File: src/rtl/i2s_fir_pkg.sv
// Shared types, default coefficient table and width helpers for the TDM FIR.
package i2s_fir_pkg;

  typedef enum logic [2:0] {
    INIT,
    IDLE,
    MAC,
    ROUND,
    OUT
  } fir_state_e;

  localparam int DEF_TAPS = 31;

  // Symmetric 31-tap low-pass, Q1.15: ends -230, centre 3960.
  localparam logic signed [15:0] DEF_COEF [DEF_TAPS] = '{
    -16'sd230, -16'sd242, -16'sd236, -16'sd198, -16'sd120,  16'sd0,
     16'sd164,  16'sd372,  16'sd620,  16'sd906,  16'sd1222, 16'sd1562,
     16'sd2000, 16'sd2700, 16'sd3400, 16'sd3960, 16'sd3400, 16'sd2700,
     16'sd2000, 16'sd1562, 16'sd1222, 16'sd906,  16'sd620,  16'sd372,
     16'sd164,  16'sd0,   -16'sd120, -16'sd198, -16'sd236, -16'sd242,
    -16'sd230
  };

  // Default tap value; taps beyond the built-in table start at zero.
  function automatic logic signed [15:0] default_coef(input int k);
    if (k >= 0 && k < DEF_TAPS) return DEF_COEF[k];
    return 16'sd0;
  endfunction

  // Index width that stays at least one bit wide for single-entry ranges.
  function automatic int width_of(input int n);
    return (n > 1) ? $clog2(n) : 1;
  endfunction

endpackage

File: src/rtl/fir_round_sat.sv
// Round-half-up, arithmetic right shift and clip to OUT_W bits with a clip flag.
module fir_round_sat #(
  parameter int IN_W  = 40,
  parameter int OUT_W = 16,
  parameter int SHIFT = 15
) (
  input  logic signed [IN_W-1:0]  acc,
  output logic signed [OUT_W-1:0] y,
  output logic                    sat
);

  // One extra bit keeps the rounding add from wrapping.
  localparam logic signed [IN_W:0] HALF = (IN_W+1)'(1) <<< (SHIFT-1);
  localparam logic signed [IN_W:0] MAXV = {{(IN_W+2-OUT_W){1'b0}}, {(OUT_W-1){1'b1}}};
  localparam logic signed [IN_W:0] MINV = ~MAXV;

  logic signed [IN_W:0] sum;
  logic signed [IN_W:0] shifted;

  // Round, scale, then clip against the output range.
  always_comb begin
    sum     = {acc[IN_W-1], acc} + HALF;
    shifted = sum >>> SHIFT;
    y       = shifted[OUT_W-1:0];
    sat     = 1'b0;
    if (shifted > MAXV) begin
      y   = MAXV[OUT_W-1:0];
      sat = 1'b1;
    end else if (shifted < MINV) begin
      y   = MINV[OUT_W-1:0];
      sat = 1'b1;
    end
  end

endmodule

File: src/rtl/i2s_fir_tdm.sv
// Time-multiplexed FIR: one MAC shared by NUM_CH interleaved channels, loadable taps.
module i2s_fir_tdm
  import i2s_fir_pkg::*;
#(
  parameter int DATA_WIDTH = 16,
  parameter int COEF_WIDTH = 16,
  parameter int NUM_TAPS   = 31,
  parameter int NUM_CH     = 2,
  parameter int GAIN_SHIFT = 15,
  parameter int ACC_WIDTH  = 40
) (
  input  logic                              sck,
  input  logic                              rst_n,
  input  logic [DATA_WIDTH-1:0]             in_data,
  input  logic [width_of(NUM_CH)-1:0]       in_ch,
  input  logic                              in_vld,
  output logic                              in_rdy,
  input  logic                              bypass,
  input  logic                              coef_we,
  input  logic [width_of(NUM_TAPS)-1:0]     coef_addr,
  input  logic [COEF_WIDTH-1:0]             coef_wdata,
  output logic                              coef_err,
  output logic [DATA_WIDTH-1:0]             out_data,
  output logic [width_of(NUM_CH)-1:0]       out_ch,
  output logic                              out_vld,
  output logic                              sat
);

  localparam int CH_W     = width_of(NUM_CH);
  localparam int TAP_W    = width_of(NUM_TAPS);
  localparam int CH_SLOTS = 1 << CH_W;
  localparam int DL_DEPTH = NUM_CH * NUM_TAPS;
  localparam int DL_AW    = width_of(DL_DEPTH);
  localparam int PROD_W   = DATA_WIDTH + COEF_WIDTH;

  fir_state_e state_reg, state_next;

  logic [DL_AW-1:0]             cnt_reg;
  logic [TAP_W-1:0]             wptr_reg [CH_SLOTS];
  logic [CH_W-1:0]              ch_reg;
  logic signed [ACC_WIDTH-1:0]  acc_reg;
  logic [DATA_WIDTH-1:0]        res_reg;
  logic                         sat_res_reg;

  logic signed [DATA_WIDTH-1:0] dl_mem [DL_DEPTH];
  logic signed [COEF_WIDTH-1:0] cf_mem [NUM_TAPS];
  logic signed [DATA_WIDTH-1:0] x_rd;
  logic signed [COEF_WIDTH-1:0] h_rd;

  logic                         dl_we, cf_we;
  logic [DL_AW-1:0]             dl_addr, rd_addr, wr_addr;
  logic [DATA_WIDTH-1:0]        dl_wdata;
  logic [TAP_W-1:0]             cf_addr, tap_idx, rd_ptr;
  logic [TAP_W:0]               ptr_sum;
  logic [COEF_WIDTH-1:0]        cf_wdata;
  logic                         ch_ok, accept, coef_ok;

  logic signed [PROD_W-1:0]     prod;
  logic signed [ACC_WIDTH-1:0]  prod_ext, acc_sum;
  logic signed [DATA_WIDTH-1:0] rs_y;
  logic                         rs_sat;

  assign in_rdy   = (state_reg == IDLE);
  assign tap_idx  = cnt_reg[TAP_W-1:0];
  assign ch_ok    = {1'b0, in_ch} < (CH_W+1)'(NUM_CH);
  assign accept   = in_rdy && in_vld && ch_ok;
  assign coef_ok  = coef_we && in_rdy && ({1'b0, coef_addr} < (TAP_W+1)'(NUM_TAPS));
  assign prod     = x_rd * h_rd;
  assign prod_ext = ACC_WIDTH'(prod);
  assign acc_sum  = acc_reg + prod_ext;

  fir_round_sat #(
    .IN_W  (ACC_WIDTH),
    .OUT_W (DATA_WIDTH),
    .SHIFT (GAIN_SHIFT)
  ) u_round_sat (
    .acc (acc_sum),
    .y   (rs_y),
    .sat (rs_sat)
  );

  // Delay-line read pointer: newest sample minus tap index, wrapped per channel.
  always_comb begin
    ptr_sum = {1'b0, wptr_reg[ch_reg]} + (TAP_W+1)'(NUM_TAPS) - {1'b0, tap_idx};
    if (ptr_sum >= (TAP_W+1)'(NUM_TAPS)) ptr_sum = ptr_sum - (TAP_W+1)'(NUM_TAPS);
    rd_ptr  = ptr_sum[TAP_W-1:0];
    rd_addr = DL_AW'(int'(ch_reg) * NUM_TAPS + int'(rd_ptr));
    wr_addr = DL_AW'(int'(in_ch) * NUM_TAPS + int'(wptr_reg[in_ch]));
  end

  // State register.
  always_ff @(posedge sck) begin
    if (!rst_n) state_reg <= INIT;
    else        state_reg <= state_next;
  end

  // Next state and RAM port control.
  always_comb begin
    state_next = state_reg;
    dl_we      = 1'b0;
    dl_addr    = rd_addr;
    dl_wdata   = in_data;
    cf_we      = 1'b0;
    cf_addr    = tap_idx;
    cf_wdata   = coef_wdata;
    case (state_reg)
      INIT: begin
        dl_we    = 1'b1;
        dl_addr  = cnt_reg;
        dl_wdata = '0;
        cf_we    = (int'(cnt_reg) < NUM_TAPS);
        cf_addr  = cnt_reg[TAP_W-1:0];
        cf_wdata = COEF_WIDTH'(default_coef(int'(cnt_reg)));
        if (cnt_reg == DL_AW'(DL_DEPTH - 1)) state_next = IDLE;
      end
      IDLE: begin
        if (coef_ok) begin
          cf_we   = 1'b1;
          cf_addr = coef_addr;
        end
        if (accept) begin
          dl_we      = 1'b1;
          dl_addr    = wr_addr;
          state_next = bypass ? OUT : MAC;
        end
      end
      MAC:     if (tap_idx == TAP_W'(NUM_TAPS - 1)) state_next = ROUND;
      ROUND:   state_next = OUT;
      OUT:     state_next = IDLE;
      default: state_next = INIT;
    endcase
  end

  // Delay-line RAM, read-first with registered output.
  always_ff @(posedge sck) begin
    if (dl_we) dl_mem[dl_addr] <= dl_wdata;
    x_rd <= dl_mem[dl_addr];
  end

  // Coefficient RAM, read-first with registered output.
  always_ff @(posedge sck) begin
    if (cf_we) cf_mem[cf_addr] <= cf_wdata;
    h_rd <= cf_mem[cf_addr];
  end

  // Datapath: counter, accumulator, result staging, output registers.
  // Read data lags the address by one cycle, so MAC skips tap 0's slot and
  // ROUND folds in the last product.
  always_ff @(posedge sck) begin
    if (!rst_n) begin
      cnt_reg     <= '0;
      ch_reg      <= '0;
      acc_reg     <= '0;
      res_reg     <= '0;
      sat_res_reg <= 1'b0;
      out_data    <= '0;
      out_ch      <= '0;
      out_vld     <= 1'b0;
      sat         <= 1'b0;
      coef_err    <= 1'b0;
      for (int i = 0; i < CH_SLOTS; i++) wptr_reg[i] <= '0;
    end else begin
      coef_err <= coef_we && !coef_ok;
      out_vld  <= 1'b0;
      sat      <= 1'b0;
      case (state_reg)
        INIT: cnt_reg <= (state_next == IDLE) ? '0 : cnt_reg + DL_AW'(1);
        IDLE: begin
          cnt_reg <= '0;
          if (accept) begin
            ch_reg      <= in_ch;
            acc_reg     <= '0;
            res_reg     <= in_data;
            sat_res_reg <= 1'b0;
          end
        end
        MAC: begin
          cnt_reg <= cnt_reg + DL_AW'(1);
          if (tap_idx != '0) acc_reg <= acc_sum;
        end
        ROUND: begin
          res_reg     <= rs_y;
          sat_res_reg <= rs_sat;
        end
        OUT: begin
          out_data <= res_reg;
          out_ch   <= ch_reg;
          out_vld  <= 1'b1;
          sat      <= sat_res_reg;
          wptr_reg[ch_reg] <= (wptr_reg[ch_reg] == TAP_W'(NUM_TAPS - 1)) ?
                              '0 : wptr_reg[ch_reg] + TAP_W'(1);
        end
        default: cnt_reg <= '0;
      endcase
    end
  end

endmodule
File: config.mk
export PLATFORM = sky130hd
export DESIGN_NAME = i2s_fir_tdm
export DESIGN_NICKNAME = d
export VERILOG_FILES = /design/src/rtl/i2s_fir_pkg.sv /design/src/rtl/fir_round_sat.sv /design/src/rtl/i2s_fir_tdm.sv
export SDC_FILE = /design/constraint.sdc
export NUM_CORES = 2
export LEC_CHECK = 0
export BUFFER_PORTS_ARGS = -buffer_cell sky130_fd_sc_hd__buf_2
export CAP_MARGIN = 20
export CORE_MARGIN = 4
export CORE_UTILIZATION = 50
export DETAILED_ROUTE_END_ITERATION = 16
export HOLD_SLACK_MARGIN = 0.12
export PLACE_DENSITY = 0.66
export SYNTH_ARGS = -nofsm -noshare
export SYNTH_HDL_FRONTEND = slang
export SYNTH_SLANG_ARGS = --single-unit
File: constraint.sdc
create_clock -name sck -period 9.7 [get_ports sck]
set_clock_uncertainty 0.1 [all_clocks]
set_input_delay 2.425 -clock sck [delete_from_list [all_inputs] [get_ports sck]]
set_output_delay 2.425 -clock sck [all_outputs]
set_load 0.05 [all_outputs]
==> flow_metrics.py <==
metrics = {
    "run_status": {
        "status": "completed",
    },
    "hold_path": {
        "min_path_type": "flip-flop to flip-flop",
    },
    "timing": {
        "period_needed_ns": 9.150,
        "rsz0062_at_grt": "no",
        "tightestPinTransition_ns": 1.097,
        "timing.setup.tns_ns": 0,
        "finalCritPeriodShare": 0.9433,
        "hold_violations": 0,
        "slew-limit-headroom": 0.2669,
        "worst_slack_ns": 0.5499,
        "slew_violations": 0,
        "finalSetupViolCount": 0,
        "clock.fmax_ghz": 0.1093,
    },
    "routing": {
        "via_per_inst": 6.127,
        "dr_total_vias": 45130,
        "routedWlPerCell_um": 26.84,
        "ant_nets": 0,
        "dr.pass1.iters": 6,
        "drcViolationCount": 0,
        "drt_iter0_drc": 4973,
        "finalWirelength_um": 197700,
    },
    "synth": {
        "yosysWarnings": 0,
        "synth_ff_type": "edfxtp_1",
        "syn-num-nets": 5644,
        "synth_seq_cells": 1618,
        "synth_edf_count": 1498,
        "async_flop_share": 0,
        "ys_seq_area_frac": 0.6345,
        "synth_area_mm2": 0.07468,
        "synth_area_per_cell_um2": 14.56,
        "synthCells": 5129,
        "ys_types": 86,
    },
    "floorplanning": {
        "die_x_um": 394.5,
        "io_pins": 64,
        "num_rows": 141,
        "start_util": 0.5046,
        "die_y_um": 394.5,
        "coreArea_mm2": 0.1480,
        "die_area_mm2": 0.1556,
    },
    "layout": {
        "largest_register_ffs": 992,
        "drive_gt1_frac": 0.1305,
        "nets": 5811,
        "post-route-util": 0.5662,
        "syn_to_final_growth_pct": 12.21,
    },
    "worst_setup_path": {
        "crit_top_cell": "fa_1",
        "critical-path-top-delay-family": "adder cells",
        "slowest_stage": "dfxtp_1",
        "max_stage_delay_ns": 0.71,
        "start_kind": "flip-flop",
        "arrival_ns": 9.74,
        "critPathCaptureType": "flip-flop",
        "required_ns": 10.29,
        "worstSetupPathType": "flip-flop to flip-flop",
        "cp_num_buf_inv": 5,
        "cp_max_fo": 16,
    },
    "placement": {
        "portBuffers": 63,
        "hpwl_um": 124800,
        "place_ws_ns": 0.3206,
        "routabilityCongestion": 0.9281,
    },
    "cts": {
        "holdBufCountCts": 0,
        "cts_buffers": 163,
        "insertion_delay_ns": 0.80,
        "cts.sinks": 1618,
        "root_buffer": "clkbuf_16",
        "htree_levels": 4,
        "clkTransAtPathRegs_ns": 0.06,
        "cts_tree": "yes",
        "clk_path_buf_depth": 3,
    },
    "global_routing": {
        "antenna_found_initial": 7,
        "grt_pass1_wl_um": 297000,
        "grt_start_max_net_pins": 116,
        "first_global_vias": 44930,
        "groute.usage.overall": 0.2530,
        "gr-total-overflow": 0,
    },
    "job": {
        "maxCapViolCount": 0,
    },
}
## layer usage
layer | up-vias | wire (µm) | GRT usage
met5 | - | 0 | 0
met4 | 0 | 6810 | 0.08321
met3 | 341 | 16730 | 0.04675
met2 | 2156 | 91200 | 0.3914
met1 | 23020 | 82960 | 0.3662
li1 | 19610 | - | -
## layout make-up
class                   count  area (µm²)
fillers                 11550       64220
flip-flops and latches   1618       47390
multi-input cells        2787       24760
clock buffers             196        4254
well taps                1930        2415
repair buffers            285        2303
inverters                 441        1655
clock inverters           106        1022
diodes                      3       7.507
## worst min-delay path, cell delays in order (launching register included)
cell	delay, ns
dfxtp_1	0.31
nand2_1	0.05
a21boi_0	0.06
## through the flow
stage | hold slack [ns] | area [µm²] | instances
3_5_place_dp | 0.3572 | 78290 | 7048
2_1_floorplan | 0.3406 | 74680 | 5129
3_3_place_gp | 0.3492 | 78240 | 7046
5_1_grt | 0.3848 | 83790 | 7363
6_report | 0.3601 | 83800 | 7366
4_1_cts | 0.3656 | 83570 | 7350
## cells in the final DEF, fill, tap and decap left out, types with 15 or more instances in the layout
cell / netlist / layout
a21boi_0: 26 / 26
a21o_1: 21 / 21
a21oi_1: 154 / 153
a221oi_1: 108 / 103
a22o_1: 96 / 96
a22oi_1: 364 / 364
a311oi_1: 35 / 34
a31oi_1: 39 / 39
and2_1: 144 / 127
and2_2: 0 / 16
and3_1: 29 / 27
buf_12: 0 / 17
buf_2: 16 / 63
buf_4: 2 / 198
clkbuf_1: 220 / 29
clkbuf_16: 0 / 165
clkinv_1: 2 / 35
clkinv_2: 0 / 40
dfxtp_1: 120 / 120
edfxtp_1: 1498 / 1498
fa_1: 333 / 333
ha_1: 139 / 139
inv_1: 438 / 438
mux4_2: 112 / 112
nand2_1: 359 / 359
nand3_1: 57 / 57
nand4_1: 94 / 94
nor2_1: 241 / 234
nor2b_1: 60 / 60
nor3_1: 17 / 15
o21ai_0: 71 / 66
o21ai_1: 19 / 19
o22ai_1: 18 / 18
xnor2_1: 44 / 44
xor2_1: 21 / 21
## path summary, 6_finish.rpt
kind,startpoint,to,slack [ns],cells after the start
setup / recovery,x_rd[15]$_DFF_P_,sat_res_reg$_SDFFE_PN0P_,0.55,25
hold / removal,res_reg[14]$_SDFFE_PN0P_,out_data[14]$_SDFFE_PN0N_,0.36,2
setup reg to reg,x_rd[15]$_DFF_P_,sat_res_reg$_SDFFE_PN0P_,0.55,25
hold reg to reg,res_reg[14]$_SDFFE_PN0P_,out_data[14]$_SDFFE_PN0N_,0.36,2
## repair_timing
action                                  in CTS  in global routing
endpoints found under the setup margin       0                 16
resized for setup                            0                  1
setup buffers                                0                  4
endpoints found under the hold margin        0                  0
## kinds of logic (layout without fill, tap and decap cells)
| family | count (synthesis) | count (layout) | share of synthesized area |
|---|---|---|---|
| adders and majority gates | 472 | 472 | 0.1125 |
| muxes | 129 | 129 | 0.03617 |
| buffers and inverters | 724 | 1028 | 0.03686 |
| xor gates and xnor gates | 67 | 67 | 0.008058 |
| AOI/OAI and AO/OA | 1056 | 1056 | 0.1031 |
| other | 0 | 3 | 0 |
| and+or+nand+nor | 1063 | 1063 | 0.06879 |
| DFF | 1618 | 1618 | 0.6345 |
## Yosys cell counts, types with 18 or more instances
master	instances	area share
a21boi_0	26	0.0026
a21o_1	21	0.0021
a21oi_1	154	0.010
a221oi_1	108	0.013
a22o_1	96	0.011
a22oi_1	364	0.037
a311oi_1	35	0.0041
a31oi_1	39	0.0033
and2_1	144	0.012
and3_1	29	0.0024
buf_1	44	0.0022
clkbuf_1	220	0.011
dfxtp_1	120	0.032
edfxtp_1	1498	0.60
fa_1	333	0.089
ha_1	139	0.023
inv_1	438	0.022
mux4_2	112	0.034
nand2_1	359	0.018
nand3_1	57	0.0038
nand4_1	94	0.0079
nor2_1	241	0.012
nor2b_1	60	0.0050
o21ai_0	71	0.0048
o21ai_1	19	0.0013
o22ai_1	18	0.0015
xnor2_1	44	0.0052
xor2_1	21	0.0025
Power is left out: the tool's default activity adds up to more than one toggle a clock period on the data nets, which glitch-free logic cannot reach.
